===== src/rtl/ram_scanner.sv =====
// ram_scanner: read-side sequencer for the masked-write voice/parameter RAM.
// On each sample tick it sweeps RAM addresses 0..LAST_ADDR and streams every
// entry, tagged with its address, to the synthesis pipeline over valid/ready.
// The RAM read is combinational: o_ram_addr is driven from the registered
// pointer and the returned data is captured in the output register.
//
// Ports:
//   i_clk, i_reset_n  clock, asynchronous active-low reset
//   i_start           sample-tick pulse; starts a sweep when idle
//   o_ram_addr        RAM read address (= internal pointer)
//   i_ram_dout        RAM read data, combinational from o_ram_addr
//   o_data, o_addr    output entry and the address it came from
//   o_last            beat is from LAST_ADDR
//   o_valid, i_ready  output handshake
//   o_busy            sweep in progress
//   o_done            one-cycle pulse: sweep complete, all beats accepted
//   o_overrun         one-cycle pulse: i_start arrived while busy
module ram_scanner #(
  parameter int ADDR_WIDTH = 8,
  parameter int DATA_WIDTH = 8,
  parameter int LAST_ADDR  = (1 << ADDR_WIDTH) - 1,
  parameter bit SKIP_ZERO  = 1'b0
) (
  input  logic                  i_clk,
  input  logic                  i_reset_n,
  input  logic                  i_start,
  output logic [ADDR_WIDTH-1:0] o_ram_addr,
  input  logic [DATA_WIDTH-1:0] i_ram_dout,
  output logic [DATA_WIDTH-1:0] o_data,
  output logic [ADDR_WIDTH-1:0] o_addr,
  output logic                  o_last,
  output logic                  o_valid,
  input  logic                  i_ready,
  output logic                  o_busy,
  output logic                  o_done,
  output logic                  o_overrun
);

  localparam logic [ADDR_WIDTH-1:0] LAST = ADDR_WIDTH'(LAST_ADDR);

  typedef enum logic [1:0] {IDLE, SCAN, DRAIN} state_t;

  state_t                state, state_nx;
  logic [ADDR_WIDTH-1:0] ptr, ptr_nx;
  logic [DATA_WIDTH-1:0] data_nx;
  logic [ADDR_WIDTH-1:0] addr_nx;
  logic                  last_nx, valid_nx, done_nx, overrun_nx;
  logic                  load_ok, at_last, skip;

  // State and datapath registers
  always_ff @(posedge i_clk or negedge i_reset_n) begin
    if (!i_reset_n) begin
      state     <= IDLE;
      ptr       <= '0;
      o_data    <= '0;
      o_addr    <= '0;
      o_last    <= 1'b0;
      o_valid   <= 1'b0;
      o_done    <= 1'b0;
      o_overrun <= 1'b0;
    end else begin
      state     <= state_nx;
      ptr       <= ptr_nx;
      o_data    <= data_nx;
      o_addr    <= addr_nx;
      o_last    <= last_nx;
      o_valid   <= valid_nx;
      o_done    <= done_nx;
      o_overrun <= overrun_nx;
    end
  end

  // Next-state and next-datapath logic
  always_comb begin
    state_nx   = state;
    ptr_nx     = ptr;
    data_nx    = o_data;
    addr_nx    = o_addr;
    last_nx    = o_last;
    valid_nx   = o_valid;
    done_nx    = 1'b0;
    overrun_nx = 1'b0;
    case (state)
      IDLE: begin
        if (i_start) begin
          ptr_nx   = '0;
          state_nx = SCAN;
        end
      end
      SCAN: begin
        overrun_nx = i_start;
        if (load_ok) begin
          // A skipped entry still consumes the load slot, which retires any
          // previously accepted beat, so valid simply drops.
          if (skip) begin
            valid_nx = 1'b0;
          end else begin
            data_nx  = i_ram_dout;
            addr_nx  = ptr;
            last_nx  = at_last;
            valid_nx = 1'b1;
          end
          if (at_last) begin
            state_nx = DRAIN;
          end else begin
            ptr_nx = ptr + ADDR_WIDTH'(1);
          end
        end
      end
      DRAIN: begin
        overrun_nx = i_start;
        if (load_ok) begin
          valid_nx = 1'b0;
          done_nx  = 1'b1;
          state_nx = IDLE;
        end
      end
      default: state_nx = IDLE;
    endcase
  end

  // Combinational outputs and qualifiers
  always_comb begin
    o_ram_addr = ptr;
    o_busy     = (state != IDLE);
    load_ok    = !o_valid || i_ready;
    at_last    = (ptr == LAST);
    skip       = SKIP_ZERO && (i_ram_dout == '0);
  end

endmodule


===== config.mk =====
export PLATFORM = sky130hd
export DESIGN_NAME = ram_scanner
export DESIGN_NICKNAME = d
export VERILOG_FILES = /design/src/rtl/ram_scanner.sv
export SDC_FILE = /design/constraint.sdc
export NUM_CORES = 1
export LEC_CHECK = 0
export ABC_CLOCK_PERIOD_IN_PS = 4700
export CAP_MARGIN = 0
export CORE_MARGIN = 8
export CORE_UTILIZATION = 35
export CTS_CLUSTER_SIZE = 24
export DETAILED_ROUTE_END_ITERATION = 7
export GPL_ROUTABILITY_DRIVEN = 0
export SKIP_LAST_GASP = 1
export SLEW_MARGIN = 20
export SYNTH_ARGS = -nofsm -noshare
export SYNTH_HDL_FRONTEND = slang
export SYNTH_SLANG_ARGS = --single-unit

===== constraint.sdc =====
create_clock -name i_clk -period 4.7 [get_ports i_clk]
set_input_delay 0.94 -clock i_clk [delete_from_list [all_inputs] [get_ports i_clk]]
set_output_delay 0.94 -clock i_clk [all_outputs]
set_load 0.02 [all_outputs]

======== Word-level counts from Yosys, hierarchy flattened ========
Index checks and enable logic that the tools add are counted.
W data, S select, Z words.
operators by class
  add/sub/neg operators ................... 1
  eq/ne operators ......................... 8
  mux-type cells .......................... 15
  reduce and logical (&&, ||, !) cells .... 11
operators with widths
  cell                   count
  $mux W8                3
  $pmux W8 S2            1
  $ne A2 B2 Y1 const B   5
  $add A8 B1 Y8 const B  1
  $eq A8 B8 Y1 const B   1
  $mux W2                4
  $reduce_and A4 Y1      2
  $pmux W2 S3            1
  $reduce_bool A2 Y1     3
  $mux W1                5
  $reduce_and A3 Y1      1
  $eq A2 B1 Y1 const B   1
  $eq A2 B2 Y1 const B   1
  $logic_not A2 Y1       1
  $pmux W1 S2            1
  $reduce_and A2 Y1      1
  $reduce_or A2 Y1       1
  $logic_not A1 Y1       1
  $logic_or A1 B1 Y1     1
storage, ports and cells
  register bits ........................... 30
  input port bits ......................... 12
  word-level logic and storage cells ...... 43

======== Logic depth before layout (Yosys ltp) ========
Gate-level depths: netlist of run 1.
  word-level depth ........................ 4
  mapped depth ............................ 7
  gate-level depth less buffers ........... 6

======== Least setup slack after synthesis of run 1 ========
OpenSTA, ideal clock, no wires.
  kind .................................... in2reg
  start ................................... in i_ready
  end ..................................... reg o_addr[4]
  data arrival time ....................... 1.754 ns
  required time ........................... 4.575 ns
  slack ................................... 2.822 ns
  stages on the path ...................... 4
  buffers on the path ..................... 1
  cell sequence ........................... nand2b_1 > nand2_1 > buf_2 > mux2_2
on the way
  longest elaborated chain between the ends .. 2
ends and longest elaborated chain
  element                             line  text
  start, declared                     33    input logic i_ready,
  $logic_or A1 B1 Y1                  126   load_ok = !o_valid || i_ready;
  $reduce_and A2 Y1 (no source line)  --
  end signal, assigned                65    o_addr <= addr_nx;
  end, declared                       30    output logic [ADDR_WIDTH-1:0] o_addr,
No other way between the ends.
A chain may end at the register's enable or synchronous reset.

======== Worst setup path after layout of run 1 ========
  start ................................... reg state[0]
  end ..................................... out o_busy
on the way
  longest elaborated chain between the ends .. 1
ends and longest elaborated chain
  element                 line  text
  start, declared         43    state_t state, state_nx;
  start signal, assigned  62    state <= state_nx;
  $reduce_bool A2 Y1      125   o_busy = (state != IDLE);
  end, declared           34    output logic o_busy,
No other way between the ends.

==> metrics, run 1 <==
outcome=finished clean; final setup vio count=0; vias in the first global route=1054; IO Count=41; area delta synth->final=40.02%; crit path max fanout=3; Finished Cell Area=1904 um^2; critical path startpoint category=register; Max Transition Viols Final=0; pwr/cell area=677.1 nW/um^2; Ys Warns=0; clk sinks=30; Syn Inst Count=115; final WL=2964 um; CTS root buf=clkbuf_8; Post-Synth XOR/XNOR Area=0%; setup clock skew after layout=0.006024 ns; Slew @ Worst Pin=0.4957 ns; synthesized-area fraction occupied by adder cells=3.680%; largest stage delay on the critical path=0.61 ns; Initial Util=36.87%; Tmin final=2.538 ns; via count of the routed design=1010; core area=3689 um^2; Die ar.=6136 um^2; setup TNS=0 ns; number of distinct library cells after synthesis=28; Buffers on Ports=40; cts hold-fix bufs=0; Vert. Die Dim=78.34 um; number of cell rows=22; final worst-path cycle share=54.01%; Compound-Gate Fraction of Synth Area=12.60%; CP Capture Type=output pin; Synth Area in Simple Gates=13.25%; initial antenna violation count=0; # Post-CTS Setup Buffers=0; mux contribution to synthesized area=12.24%; CP top delay family=buffers and inverters; final hold violation count=0; largest family of logic cells by synthesized area=simple AND/OR/NAND/NOR gates; Clock transition at path regs=0.06 ns; routed len/inst=14.18 um; clock buffer depth=2; CTS tree=built; n_diodes=0; Worst-Skew Late Latency=0.28 ns; Synth Net Count=131; WS Path Type=register to output pin; Netlist Area Pre-Place=1360 um^2; hold slack final=0.4779 ns; die extent in x=78.34 um; register bit total from synthesis=30; CP max stage cell=clkdlybuf4s50_1; post-route ant nets=0; share of layout cells above drive strength 1=18.63%; most frequent cells in the layout=clkdlybuf4s50_1 (40), dfrtp_1 (30), mux2_2 (13); dpl hpwl=2207 um; CP bufs+invs=3; Arrival @ worst endpoint=1.60 ns; first-pass GRT wire length=5202 um; Critical Path, Cell by Cell=inv_1, ha_1, inv_1, clkdlybuf4s50_1; most used cell, CP=inv_1; post-CTS sizing=0; placed inst area=1813 um^2; # Max-Cap Violations=0; static leakage=0.8266 nW; total gr overflow=0; CTS buffer count=5; largest net degree at the start of global routing=31; gr usage total=10.61%; DR vias/cell=4.833; Initial DRT Pass Iterations=3; layout net count=176; Filler cells=356; Hold WC Path Type=register to register; DR iter-0 viols=25; syn avg cell area=11.83 um^2; post-route DRC violation count=0; commonest non-fill, non-tap cell in the layout=clkdlybuf4s50_1; RSZ-0062 raised after global routing=false; Max VDD drop=0.0003239 V; Rel. slew slack=66.88%; Worst Path Required=3.76 ns; H-tree Lvls=2; fmax=393.9 MHz; Seq/Total Area, Yosys=55.20%
==> synth_stat cells (all sizes together) <==
cell type	instances	area (um^2)
dfrtp	30	750.7
mux2	13	146.4
nand2	11	41.29
a31oi	8	50.05
inv	7	26.28
o21ai	7	35.03
and3	5	33.78
nand2b	5	31.28
ha	4	50.05
nor2	4	17.52
a21oi	3	15.01
and2	2	12.51
buf	2	10.01
mux2i	2	20.02
nand3	2	15.01
o211ai	2	20.02
o21a	2	22.52
a211oi	1	20.02
and4	1	11.26
clkbuf	1	5.000
nor2b	1	6.260
o22a	1	8.760
or4	1	11.26
==> power by group <==
| group | internal (mW) | switching (mW) |
|---|---|---|
| registers | 0.364 | 0.0770 |
| logic | 0.313 | 0.328 |
| clock network | 0.118 | 0.0905 |
==> worst register-to-register path: stages (launching register included) <==
cell and delay (ns):
dfrtp_1 0.38, inv_1 0.09, ha_1 0.44, nand2_1 0.43, or4_4 0.64, o211ai_2 0.07
==> logic make-up after synthesis <==
logic type                 after synthesis
buffers and inverters                   10
DFF                                     30
AOI/OAI and AO/OA                       24
muxes                                   15
adders and majority gates                4
and+or+nand+nor                         32
==> metal layers <==
layer | global-route usage, % | up-vias | part of all wire [%]
met3 | 6.264 | 6 | 11
met2 | 14.83 | 35 | 43
met4 | 4.444 | 0 | 1.5
met5 | 0 | - | 0
li1 | - | 489 | -
met1 | 12.88 | 480 | 44
==> cell type report <==
class	count	area, um^2	share of cell area, %
clock buffers	7	86.33	4.533
multi-input cells	75	568.0	29.83
inverters	7	26.28	1.380
repair buffers	41	407.9	21.42
flip-flops and latches	30	750.7	39.42
well taps	48	60.06	3.154
clock inverters	1	5.005	0.2628
==> registers in the layout (all words and copies together), names as in the netlist <==
signal / cells
o_ram_addr: 8
o_data: 8
o_overrun: 1
o_valid: 1
state: 2
o_done: 1
o_last: 1
o_addr: 8
==> final timing paths <==
check	start	endpoint	slack, ns	cells after the start
max	state[0]	o_busy	2.16	4
min	o_addr[7]	o_addr[7]	0.48	2
max reg2reg	state[1]	o_ram_addr[7]	2.59	5
min reg2reg	o_addr[7]	o_addr[7]	0.48	2
max in group asynchronous	i_reset_n	o_addr[3]	3.38	2
min in group asynchronous	i_reset_n	o_data[4]	1.04	2
==> stage by stage <==
stage / power [mW] / util (%) / std cells / setup slack, ns
global route: 1.388 / 51.63 / 209 / 2.072
CTS: 1.311 / 51.63 / 209 / 2.143
global placement: 1.089 / 49.15 / 201 / 2.076
finish: 1.289 / 51.63 / 209 / 2.162
detailed placement: 1.099 / 49.15 / 201 / 2.049
floorplan: 0.8103 / - / 115 / 2.822
No activity file was read; power rests on OpenSTA's default activity.
==> inputs of run 2 (changes only) <==
--- a/config.mk
+++ b/config.mk
@@ -5,7 +5,7 @@
 export SDC_FILE = /design/constraint.sdc
 export NUM_CORES = 1
 export LEC_CHECK = 0
-export ABC_CLOCK_PERIOD_IN_PS = 4700
+export ABC_CLOCK_PERIOD_IN_PS = 2300
 export CAP_MARGIN = 0
 export CORE_MARGIN = 8
 export CORE_UTILIZATION = 35
==> constraint.sdc (replaced) <==
create_clock -name i_clk -period 2.3 [get_ports i_clk]
set_input_delay 0.46 -clock i_clk [delete_from_list [all_inputs] [get_ports i_clk]]
set_output_delay 0.46 -clock i_clk [all_outputs]
set_load 0.02 [all_outputs]
==> run 2 against run 1 <==
Compared with the run above:
- clock-buffer cell count is 1 lower
- power is 110% higher
- non-clock buffer count is 3 higher
- cell area is 1.4% higher
- first-iteration DRC count is 110% higher
- critical endpoint unchanged
- largest cell class unchanged
- core utilization is 0.71 points higher
==> metrics, run 2 (synthesized netlist as in run 1, its figures left out) <==
outcome=finished clean (unchanged); final hold violation count=0 (unchanged); DR iter-0 viols=53 (was 25); Initial DRT Pass Iterations=4 (was 3); r2r worst-path depth=5 (unchanged); crit path max fanout=3 (unchanged); Reg2Reg Capture Point=o_ram_addr[1] (was o_ram_addr[7]); DR vias/cell=4.958 (was 4.833); # Post-CTS Setup Buffers=0 (unchanged); CTS root buf=clkbuf_8 (unchanged); Worst Path Required=1.84 ns (was 3.76 ns); post-route DRC violation count=0 (unchanged); largest net degree at the start of global routing=31 (unchanged); CTS tree=built (unchanged); static leakage=0.8394 nW (was 0.8266 nW); post-route ant nets=0 (unchanged); hold path startpoint=o_addr[1] (was o_addr[7]); Hold WC Path Type=register to register (unchanged); Vert. Die Dim=78.34 um (unchanged); IO Count=41 (unchanged); H-tree Lvls=2 (unchanged); critical path startpoint category=register (unchanged); via count of the routed design=1051 (was 1010); Buffers on Ports=40 (unchanged); Slew @ Worst Pin=0.4509 ns (was 0.4957 ns); setup clock skew after layout=0.004214 ns (was 0.006024 ns); Worst Hold Path EP=o_addr[1] (was o_addr[7]); pwr/cell area=1388 nW/um^2 (was 677.1 nW/um^2); die extent in x=78.34 um (unchanged); setup TNS=0 ns (unchanged); dpl hpwl=2295 um (was 2207 um); Rel. slew slack=69.90% (was 66.88%); R2R setup slack=0.49 ns (was 2.59 ns); most used cell, CP=inv_1 (unchanged); # Max-Cap Violations=0 (unchanged); Tmin final=2.096 ns; clk sinks=30 (unchanged); RSZ-0062 raised after global routing=false (unchanged); core area=3689 um^2 (unchanged); first-pass GRT wire length=5271 um (was 5202 um); Initial Util=36.87% (unchanged); vias in the first global route=1125 (was 1054); final setup vio count=0 (unchanged); Max Transition Viols Final=0 (unchanged); clock buffer depth=2 (unchanged); number of cell rows=22 (unchanged); WS Path Type=register to output pin (unchanged); Critical Path, Cell by Cell=inv_1, ha_1, inv_1, clkdlybuf4s50_1 (unchanged); gr usage total=10.94% (was 10.61%); Reg-to-Reg Start=o_ram_addr[0] (was state[1]); Die ar.=6136 um^2 (unchanged); cts hold-fix bufs=0 (unchanged); final worst-path cycle share=91.15%; CP Capture Type=output pin (unchanged); Setup WS post-layout=0.2037 ns (was 2.162 ns); Max VDD drop=0.0007657 V (was 0.0003239 V); flip-flop and latch area=750.7 um^2 (unchanged); layout net count=179 (was 176); most frequent cells in the layout=clkdlybuf4s50_1 (40), dfrtp_1 (30), mux2_2 (13) (unchanged); commonest non-fill, non-tap cell in the layout=clkdlybuf4s50_1 (unchanged); post-CTS sizing=0 (unchanged); Worst-Skew Late Latency=0.28 ns (about the same); total gr overflow=0 (unchanged); Arrival @ worst endpoint=1.64 ns (was 1.60 ns); hold depth=2 (unchanged); area delta synth->final=41.95% (was 40.02%); routed len/inst=14.47 um (was 14.18 um); fmax=477.0 MHz; final WL=3068 um (was 2964 um); pre-CTS WS=0.3535 ns (was 2.049 ns); Filler cells=343 (was 356); Clock transition at path regs=0.06 ns (about the same); area of the multi-input gates=568.0 um^2 (unchanged); CTS buffer count=5 (unchanged); initial antenna violation count=0 (unchanged); n_diodes=0 (unchanged); largest stage delay on the critical path=0.61 ns (about the same); CP max stage cell=clkdlybuf4s50_1 (unchanged); share of layout cells above drive strength 1=20.73% (was 18.63%)
-- run 2: power breakdown --
group	internal (mW)	leakage [nW]	switching [mW]
clock	0.240	0.0472	0.193
sequential	0.743	0.365	0.159
combinational	0.661	0.427	0.685
-- run 2: per-stage QoR --
stage               hold WS (ns)  util [%]  instances  area [um^2]  power, mW
floorplan                 0.1644         -        115         1360      1.656
global placement          0.4735     49.76        204         1836      2.250
detailed placement        0.4757     49.76        204         1836      2.280
CTS                       0.4931     52.34        212         1931      2.732
global route              0.5216     52.34        212         1931      2.871
finish                    0.4919     52.34        212         1931      2.680
-- run 2: worst max path at each step --
stage / from / endpoint
finish: state[0] / o_busy
floorplan: o_ram_addr[0] / o_ram_addr[1]
CTS: state[0] / o_busy
detailed placement: i_ready / o_data[5]
global placement: i_ready / o_data[6]
global route: state[0] / o_busy
-- run 2: final cells by class --
type / instances / share of cell area (%)
tap: 48 / 3.111
sequential: 30 / 38.89
inverter: 7 / 1.361
clock buffer: 6 / 4.277
multi-input combinational: 75 / 29.42
timing repair buffer: 44 / 22.29
clock inverter: 2 / 0.6481
-- run 2: critical path, delay by kind of cell (launching register included) --
family / cells / cell delay [ns]
buf+inv: 3 / 0.78
flops: 1 / 0.35
fa+ha+maj: 1 / 0.22
-- run 2: per-layer routing --
| layer | track usage, % | share of wire (%) | vias to the layer above |
|---|---|---|---|
| met5 | 0 | 0 | - |
| met4 | 4.259 | 1.4 | 0 |
| met3 | 6.036 | 9.8 | 5 |
| met2 | 17.07 | 45 | 39 |
| met1 | 12.21 | 44 | 507 |
| li1 | - | - | 500 |
